$ cat src/rtl/matmul_pe_scheduler.sv
// matmul_pe_scheduler
//   Hands the n*n output elements (i,j) of one matrix product to an array of
//   m processing elements. It issues at most one job per cycle, to the first
//   idle and enabled PE found by a round-robin scan. It tracks which PEs are
//   busy, counts completions, and pulses done once every job has retired.
//
// Ports
//   clk           clock; all logic is rising-edge
//   rst           synchronous, active-high reset
//   start         begin a product (sampled only while idle)
//   pe_en[m]      per-PE enable; disabled PEs get no new jobs
//   cmp_valid[m]  per-PE completion pulse, one cycle per finished job
//   job_valid     a job is issued this cycle
//   job_pe        target PE of the issued job
//   job_i, job_j  output row / column of the issued job
//   busy          product in progress (ISSUE or DRAIN)
//   done          one-cycle pulse when the product is complete
//   err_spurious  sticky; completion seen from a PE that was not busy
//   perf_cycles   (only with SCHED_PERF_CNT_EN) saturating count of busy cycles
//
// Build option
//   SCHED_PERF_CNT_EN  adds the perf_cycles output and its counter.
//
// state | meaning
// ------+------------------------------------------------------------
// IDLE  | waiting for start; counters hold results of the last product
// ISSUE | handing out (i,j) jobs, one per cycle when a PE is eligible
// DRAIN | all jobs issued; waiting for the outstanding completions
module matmul_pe_scheduler #(
  parameter int n  = 10,
  parameter int m  = 4,
  parameter int IW = (n > 1) ? $clog2(n) : 1,
  parameter int PW = (m > 1) ? $clog2(m) : 1
) (
  input  logic          clk,
  input  logic          rst,
  input  logic          start,
  input  logic [m-1:0]  pe_en,
  input  logic [m-1:0]  cmp_valid,
  output logic          job_valid,
  output logic [PW-1:0] job_pe,
  output logic [IW-1:0] job_i,
  output logic [IW-1:0] job_j,
  output logic          busy,
  output logic          done,
  output logic          err_spurious
`ifdef SCHED_PERF_CNT_EN
  ,
  output logic [31:0]   perf_cycles
`endif
);

  localparam int TOTAL = n * n;
  localparam int CW    = $clog2(TOTAL + 1);

  typedef enum logic [1:0] {IDLE, ISSUE, DRAIN} state_t;

  state_t        state;
  logic [m-1:0]  busy_mask;
  logic [PW-1:0] rr_ptr;
  logic [IW-1:0] issue_i;
  logic [IW-1:0] issue_j;
  logic [CW-1:0] issued_cnt;
  logic [CW-1:0] done_cnt;

  logic [m-1:0]  eligible;
  logic [m-1:0]  comp;
  logic [m-1:0]  grant_onehot;
  logic          grant_found;
  logic [PW-1:0] grant_pe;
  logic [PW-1:0] rr_next;
  logic [CW-1:0] comp_cnt;
  logic [CW-1:0] done_cnt_next;
  logic          spurious_hit;

  // Eligibility uses the registered busy mask, so a PE that completes this
  // cycle only becomes a candidate next cycle.
  assign eligible     = pe_en & ~busy_mask;
  assign comp         = cmp_valid & busy_mask;
  assign spurious_hit = |(cmp_valid & ~busy_mask);

  always_comb begin : grant_scan
    int idx;
    grant_found = 1'b0;
    grant_pe    = '0;
    idx         = 0;
    for (int k = 0; k < m; k++) begin
      idx = (int'(rr_ptr) + k) % m;
      if (!grant_found && eligible[PW'(idx)]) begin
        grant_found = 1'b1;
        grant_pe    = PW'(idx);
      end
    end
  end

  always_comb begin
    grant_onehot           = '0;
    grant_onehot[grant_pe] = 1'b1;
  end

  assign rr_next = (grant_pe == PW'(m - 1)) ? '0 : grant_pe + PW'(1);

  always_comb begin
    comp_cnt = '0;
    for (int k = 0; k < m; k++) comp_cnt = comp_cnt + CW'(comp[k]);
  end

  assign done_cnt_next = done_cnt + comp_cnt;

  assign job_valid = (state == ISSUE) && grant_found;
  assign job_pe    = job_valid ? grant_pe : '0;
  assign job_i     = issue_i;
  assign job_j     = issue_j;
  assign busy      = (state != IDLE);

  always_ff @(posedge clk) begin
    if (rst) begin
      state        <= IDLE;
      busy_mask    <= '0;
      rr_ptr       <= '0;
      issue_i      <= '0;
      issue_j      <= '0;
      issued_cnt   <= '0;
      done_cnt     <= '0;
      done         <= 1'b0;
      err_spurious <= 1'b0;
`ifdef SCHED_PERF_CNT_EN
      perf_cycles  <= '0;
`endif
    end else begin
      done      <= 1'b0;
      busy_mask <= busy_mask & ~comp;
      done_cnt  <= done_cnt_next;
      if (spurious_hit) err_spurious <= 1'b1;
`ifdef SCHED_PERF_CNT_EN
      if (state != IDLE && perf_cycles != 32'hFFFF_FFFF)
        perf_cycles <= perf_cycles + 32'd1;
`endif
      case (state)
        IDLE: begin
          if (start) begin
            state        <= ISSUE;
            busy_mask    <= '0;
            issue_i      <= '0;
            issue_j      <= '0;
            issued_cnt   <= '0;
            done_cnt     <= '0;
            err_spurious <= 1'b0;
`ifdef SCHED_PERF_CNT_EN
            perf_cycles  <= '0;
`endif
          end
        end
        ISSUE: begin
          if (job_valid) begin
            // Issue and completion never target the same PE: a busy PE is
            // never eligible, and only busy PEs can complete.
            busy_mask  <= (busy_mask & ~comp) | grant_onehot;
            rr_ptr     <= rr_next;
            issued_cnt <= issued_cnt + CW'(1);
            if (issue_j == IW'(n - 1)) begin
              issue_j <= '0;
              issue_i <= issue_i + IW'(1);
            end else begin
              issue_j <= issue_j + IW'(1);
            end
            if (issued_cnt == CW'(TOTAL - 1)) state <= DRAIN;
          end
        end
        DRAIN: begin
          if (done_cnt_next == CW'(TOTAL)) begin
            state <= IDLE;
            done  <= 1'b1;
          end
        end
        default: state <= IDLE;
      endcase
    end
  end

endmodule

$ cat config.mk
export PLATFORM = sky130hd
export DESIGN_NAME = matmul_pe_scheduler
export DESIGN_NICKNAME = d
export VERILOG_FILES = /design/src/rtl/matmul_pe_scheduler.sv
export SDC_FILE = /design/constraint.sdc
export NUM_CORES = 1
export LEC_CHECK = 0
export BUFFER_PORTS_ARGS = -buffer_cell sky130_fd_sc_hd__buf_4
export CORE_MARGIN = 2
export CORE_UTILIZATION = 55
export DETAILED_ROUTE_END_ITERATION = 10
export PLACE_DENSITY = 0.77
export RECOVER_POWER = 50
export SLEW_MARGIN = 15
export SYNTH_ARGS = -nofsm -noshare
export SYNTH_HDL_FRONTEND = slang
export SYNTH_SLANG_ARGS = --single-unit
$ cat constraint.sdc
create_clock -name clk -period 2.9 [get_ports clk]
set_clock_uncertainty 0.05 [all_clocks]
set_input_delay 0.145 -clock clk [delete_from_list [all_inputs] [get_ports clk]]
set_output_delay 0.145 -clock clk [all_outputs]
set_load 0.01 [all_outputs]
==> insert_results.sql, run 1 <==
INSERT INTO impl_metrics (metric_group, metric, value, unit) VALUES
('outcome', 'status', 'finished clean', ''),
('floorplanning', 'die_width', '61.65', 'µm'),
('cts', 'tritoncts_clock_tree', 'built', ''),
('routing', 'initialDrtViolationCount', '121', ''),
('yosys', 'syn_inst', '212', ''),
('yosys', 'netlist.top_cell.by_area', 'dfxtp_1', ''),
('worst_setup_path', 'worst-setup-path-type', 'reg2reg', ''),
('power_and_ir_drop', 'power.ir.vdd_worst', '256.9', 'µV'),
('timing', 'max-slew-margin-rel', '31.79', '%'),
('worst_setup_path', 'crit_slowest_cell', 'fa_1', ''),
('run', 'maxCapViolations', '0', ''),
('floorplanning', 'rows', '20', ''),
('worst_setup_path', 'slowest_delay', '0.49', 'ns'),
('global_route', 'grt_antenna_before_repair', '0', ''),
('worst_setup_path', 'cp_max_fo', '5', ''),
('cts', 'cts-root-to-sink-buffers', '2', ''),
('yosys', 'synth-seq-cells', '32', ''),
('routing', 'detail_routed_via_count_per_cell', '6.032', ''),
('yosys', 'netlist_area', '1828', 'µm²'),
('timing', 'rsz_0062_raised_after_global_routing', 'no', ''),
('yosys', 'synth_top_cell_area_share', '35.04', '%'),
('finish', 'final_cell_area', '2041', 'µm²'),
('finish', 'drive_above_1_share', '11.86', '%'),
('worst_setup_path', 'worst_setup_path_end_kind', 'flop', ''),
('floorplanning', 'placeableCoreArea', '3103', 'µm²'),
('global_route', 'grt-ovfl-total', '0', ''),
('yosys', 'synthTopCellsByArea', 'dfxtp_1 (35%), ha_1 (6.2%), a21oi_1 (5.2%)', ''),
('global_route', 'grt_pass1_vias', '1516', ''),
('power_and_ir_drop', 'static-leakage-power', '0.7748', 'nW'),
('finish', 'layout-area-overhead-vs-synth', '11.64', '%'),
('cts', 'clock_latency', '0.33', 'ns'),
('yosys', 'synth_enable_flop_cells', '0', ''),
('cts', 'cts_hold_buf', '0', ''),
('cts', 'clk_root_buffer_cell', 'clkbuf_4', ''),
('yosys', 'synth_warnings', '0', ''),
('worst_setup_path', 'timing.critical_path.mode_cell', 'fa_1', ''),
('yosys', 'synth_async_sr_flop_share', '0', '%'),
('cts', 'clk_pin_slew', '0.10', 'ns'),
('timing', 'sum_of_negative_setup_slack', '0', 'ns'),
('routing', 'drt-pass1-iter-count', '5', ''),
('yosys', 'avgSynthCellArea', '8.623', 'µm²'),
('yosys', 'leading_cell_types_by_count_after_synthesis', 'dfxtp_1 (32), a21oi_1 (19), nand2_1 (16), nor2_1 (16), inv_1 (15)', ''),
('finish', 'number_of_antenna_diodes', '0', ''),
('place', 'postPlaceCellArea', '2029', 'µm²'),
('cts', 'cts_num_sinks', '32', ''),
('cts', 'htree_num_levels', '2', ''),
('routing', 'route.detailed.drc', '0', ''),
('cts', 'cts_inserted_buffers', '5', ''),
('floorplanning', 'ioPinCount', '25', ''),
('floorplanning', 'initial_utilization', '58.91', '%'),
('finish', 'fillCellCount', '308', ''),
('power_and_ir_drop', 'power_per_cell_area', '438.4', 'nW/µm²'),
('yosys', 'synth.most_common_cell', 'dfxtp_1', ''),
('routing', 'total_via_count_after_detailed_routing', '1689', ''),
('timing', 'finalCritPeriodShare', '93.29', '%'),
('global_route', 'grt_use_total', '25.23', '%'),
('yosys', 'postSynthNetCount', '235', ''),
('finish', 'multi_input_gate_area_in_the_final_layout', '1080', 'µm²'),
('global_route', 'grt_max_degree', '19', ''),
('timing', 'maxClockFrequency', '369.6', 'MHz'),
('timing', 'maxSlewViolCount', '0', ''),
('place', 'detailedPlacementHpwl', '3027', 'µm'),
('timing', 'timing_worst_slew_pin_value', '1.023', 'ns'),
('worst_setup_path', 'worstPathCellList', 'nand2_1 -> fa_1 -> fa_1 -> inv_1 -> fa_1 -> or3_1 -> a21oi_1 -> a221oi_1', ''),
('routing', 'wl', '4157', 'µm'),
('routing', 'final_antenna_net_count', '0', ''),
('floorplanning', 'die_height', '61.65', 'µm'),
('cts', 'cts_resized', '0', ''),
('finish', 'seqCellArea', '641.9', 'µm²'),
('worst_setup_path', 'cp.arrival', '2.88', 'ns'),
('timing', 'hold_viol_final', '0', '');
area by class of cell:
cell class,count,share of cell area [%]
multi-input combinational,157,52.91
inverter,16,2.943
sequential,32,31.45
tap,44,2.698
timing repair buffer,24,6.806
clock buffer,7,3.188
critical path: cells and delay by family (launching register included):
kind,cells,cell delay [ns]
AO/OA/AOI/OAI,2,0.24
adder cells (fa/ha/maj),3,1.35
buffers and inverters,1,0.08
flip-flops,1,0.38
AND/OR/NAND/NOR,2,0.49
registers in the layout (all words and copies together), names as in the netlist:
signal and flops:
done_cnt 7, issued_cnt 7, busy_mask 4, job_i 4, job_j 4, rr_ptr 2
state 2, done 1, err_spurious 1
power by group:
part	internal (W)	total [W]	switching, W
clock network	0.000137	0.000286	0.000148
logic	0.0000561	0.000140	0.0000844
registers	0.000453	0.000468	0.0000159
cells in the final DEF (no fill, tap or decap), types with 6 or more instances in the layout:
| cell type | count |
|---|---|
| dfxtp_1 | 31 |
| o21ai_0 | 10 |
| clkbuf_1 | 11 |
| inv_1 | 16 |
| nand2_1 | 16 |
| nor2_1 | 16 |
| a21oi_1 | 20 |
| nor3_1 | 7 |
| buf_4 | 13 |
| ha_1 | 9 |
| or3_1 | 6 |
stage by stage:
step | hold WS (ns) | std cells | power, W | utilization [%]
3_3_place_gp | 0.3996 | 273 | 0.0006180 | 65.40
2_1_floorplan | 0.2753 | 212 | 0.0005730 | -
5_1_grt | 0.06285 | 280 | 0.0009470 | 65.77
4_1_cts | 0.04773 | 280 | 0.0009072 | 67.50
3_5_place_dp | 0.4056 | 273 | 0.0006232 | 65.40
6_report | 0.06567 | 280 | 0.0008946 | 65.77
final timing paths:
check / depth (start not counted) / from / endpoint / slack (ns)
min: 2 / rst / busy_mask[1]$_SDFF_PP0_ / 0.07
max: 8 / busy_mask[0]$_SDFF_PP0_ / state[1]$_SDFFE_PP0P_ / 0.19
max reg2reg: 8 / busy_mask[0]$_SDFF_PP0_ / state[1]$_SDFFE_PP0P_ / 0.19
min reg2reg: 2 / issued_cnt[4]$_SDFFE_PP0P_ / issued_cnt[4]$_SDFFE_PP0P_ / 0.46
cells by family after synthesis:
| logic type | count (synthesis) | synth area share (%) |
|---|---|---|
| XOR/XNOR | 5 | 2.396 |
| adder cells (fa/ha/maj) | 12 | 9.446 |
| AO/OA/AOI/OAI | 51 | 19.17 |
| flip-flops | 32 | 35.04 |
| buffers and inverters | 23 | 5.133 |
| multiplexers | 6 | 3.354 |
| AND/OR/NAND/NOR | 83 | 25.46 |
metal layers:
layer  track usage [%]  part of all wire [%]  up-vias
li1                  -                     -      812
met1             33.59                    44      797
met2             39.55                    46       73
met3             6.933                   7.6        7
met4             8.511                   1.8        0
met5                 0                     0        -
No activity file was read; power rests on OpenSTA's default activity.
==> run 2: changes to the inputs <==
Settings changed: CELL_PAD_IN_SITES_DETAIL_PLACEMENT set to 0, CELL_PAD_IN_SITES_GLOBAL_PLACEMENT set to 1, CORE_MARGIN 2 to not set, CORE_UTILIZATION 55 to 43, PLACE_DENSITY 0.77 to 0.79.
==> run 2 against run 1 <==
Wire length up 1.7%. Critical path depth down 1. Count of clock-buffer cells in the layout down 1. Sequential power about the same. Critical endpoint is now done$_SDFF_PP0_.
==> insert_results.sql, run 2 (synthesized netlist as in run 1, its figures left out) <==
INSERT INTO impl_metrics (metric_group, metric, value, unit) VALUES
('global_route', 'grt-ovfl-total', '0', ''),
('cts', 'cts_hold_buf', '0', ''),
('finish', 'drive_above_1_share', '10.97', '%'),
('place', 'postPlaceCellArea', '2044', 'µm²'),
('outcome', 'status', 'finished clean', ''),
('worst_setup_path', 'cp.arrival', '2.88', 'ns'),
('routing', 'final_antenna_net_count', '0', ''),
('place', 'detailedPlacementHpwl', '3219', 'µm'),
('cts', 'cts.repair_timing.setup_buffer_count', '0', ''),
('routing', 'route.detailed.drc', '0', ''),
('worst_setup_path', 'crit_slowest_cell', 'fa_1', ''),
('place', 'routabilityCongestion', '0.8513', ''),
('global_route', 'grt_pass1_wl', '6941', 'µm'),
('timing', 'maxSlewViolCount', '0', ''),
('cts', 'clk_root_buffer_cell', 'clkbuf_8', ''),
('routing', 'drt-pass1-iter-count', '4', ''),
('power_and_ir_drop', 'static-leakage-power', '0.7831', 'nW'),
('finish', 'top_regs', 'done_cnt x7, issued_cnt x7', ''),
('routing', 'detail_routed_via_count_per_cell', '5.686', ''),
('place', 'place_inst', '280', ''),
('timing', 'maxClockFrequency', '365.5', 'MHz'),
('floorplanning', 'floorplan.die_area', '4516', 'µm²'),
('finish', 'final_core_utilization', '51.15', '%'),
('worst_setup_path', 'timing.critical_path.mode_cell', 'fa_1', ''),
('floorplanning', 'initial_utilization', '45.37', '%'),
('worst_setup_path', 'worstPathBufferInverterCount', '1', ''),
('floorplanning', 'rows', '23', ''),
('cts', 'cts_num_sinks', '32', ''),
('cts', 'tritoncts_clock_tree', 'built', ''),
('floorplanning', 'die_width', '67.20', 'µm'),
('routing', 'initialDrtViolationCount', '55', ''),
('power_and_ir_drop', 'power_per_cell_area', '455.6', 'nW/µm²'),
('worst_setup_path', 'worst_setup_path_end_kind', 'flop', ''),
('worst_setup_path', 'cp_max_fo', '5', ''),
('timing', 'rsz_0062_raised_after_global_routing', 'no', ''),
('power_and_ir_drop', 'power.ir.vdd_worst', '264.7', 'µV'),
('worst_setup_path', 'cp_data_required_time', '3.04', 'ns'),
('timing', 'finalWorstPathRequiredPeriod', '2.736', 'ns'),
('routing', 'wl', '4229', 'µm'),
('worst_setup_path', 'worst-setup-path-type', 'reg2reg', ''),
('worst_setup_path', 'worstSetupStartpointType', 'flop', ''),
('worst_setup_path', 'worstPathCellList', 'nand2_1 -> fa_1 -> fa_1 -> inv_1 -> fa_1 -> or3_1 -> nor4b_1', ''),
('timing', 'worst_hold_margin', '0.1097', 'ns'),
('floorplanning', 'placeableCoreArea', '4029', 'µm²'),
('cts', 'clock_latency', '0.29', 'ns'),
('finish', 'final_cell_area', '2061', 'µm²'),
('finish', 'layout.cells.non_filler', '287', ''),
('timing', 'max-slew-margin-rel', '29.97', '%'),
('timing', 'sum_of_negative_setup_slack', '0', 'ns'),
('cts', 'clk_pin_slew', '0.07', 'ns'),
('cts', 'cts-root-to-sink-buffers', '2', ''),
('routing', 'wl_per_cell', '14.74', 'µm'),
('timing', 'timing_worst_slew_pin_value', '1.050', 'ns'),
('cts', 'cts_resized', '0', ''),
('cts', 'htree_num_levels', '2', ''),
('floorplanning', 'ioPinCount', '25', ''),
('timing', 'finalCritPeriodShare', '94.34', '%'),
('finish', 'final_common_cell', 'dfxtp_1', ''),
('cts', 'cts_inserted_buffers', '5', ''),
('worst_hold_path', 'min-delay-path-class', 'in2reg', ''),
('run', 'maxCapViolations', '0', ''),
('timing', 'hold_viol_final', '0', ''),
('finish', 'layout-area-overhead-vs-synth', '12.73', '%'),
('routing', 'total_via_count_after_detailed_routing', '1632', ''),
('worst_setup_path', 'slowest_delay', '0.48', 'ns'),
('finish', 'final_nets', '260', ''),
('floorplanning', 'die_height', '67.20', 'µm'),
('global_route', 'grt_antenna_before_repair', '0', ''),
('finish', 'number_of_antenna_diodes', '0', ''),
('timing', 'final-setup-viol-count', '0', ''),
('global_route', 'grt_max_degree', '19', ''),
('place', 'place.port_buffers', '24', ''),
('finish', 'mostFrequentLayoutCells', 'dfxtp_1 (32), a21oi_1 (20), inv_1 (16), nand2_1 (16), nor2_1 (16)', ''),
('worst_setup_path', 'r2r_slack', '0.16', 'ns'),
('global_route', 'grt_pass1_vias', '1487', ''),
('worst_setup_path', 'critical-path-top-delay-family', 'adder cells', ''),
('global_route', 'grt_use_total', '21.23', '%');
[run 2: through the flow]
step,power [W],setup slack [ns]
floorplan,0.0005730,0.3144
global placement,0.0006246,0.2282
detailed placement,0.0006279,0.1446
CTS,0.0009527,0.1437
global route,0.0009838,0.03749
finish,0.0009390,0.1641
[run 2: cell type report]
class | instances | area [µm²]
timing repair buffer | 25 | 146.4
clock inverter | 1 | 5.005
tap | 50 | 62.56
clock buffer | 6 | 72.57
sequential | 32 | 640.6
fill | 414 | 1968
inverter | 16 | 60.06
multi-input combinational | 157 | 1074
[run 2: final timing paths]
path                              start                          to  cells past startpoint
max             busy_mask[0]$_SDFF_PP0_             done$_SDFF_PP0_                      7
min                                 rst       job_i[1]$_SDFFE_PP0P_                      2
max reg2reg     busy_mask[0]$_SDFF_PP0_             done$_SDFF_PP0_                      7
min reg2reg  issued_cnt[6]$_SDFFE_PP0P_  issued_cnt[6]$_SDFFE_PP0P_                      2
[run 2: where the power goes]
group / internal, W / total, W / switching [W]
registers: 0.000453 / 0.000469 / 0.0000158
logic: 0.0000571 / 0.000142 / 0.0000846
clock network: 0.000163 / 0.000329 / 0.000166
total: 0.000673 / 0.000939 / 0.000266
[run 2: per-layer routing]
metal  part of all wire, %  track usage (%)
met3                   4.1            6.757
met5                     0                0
met1                    45            24.48
met2                    48            35.75
met4                   2.5            9.309
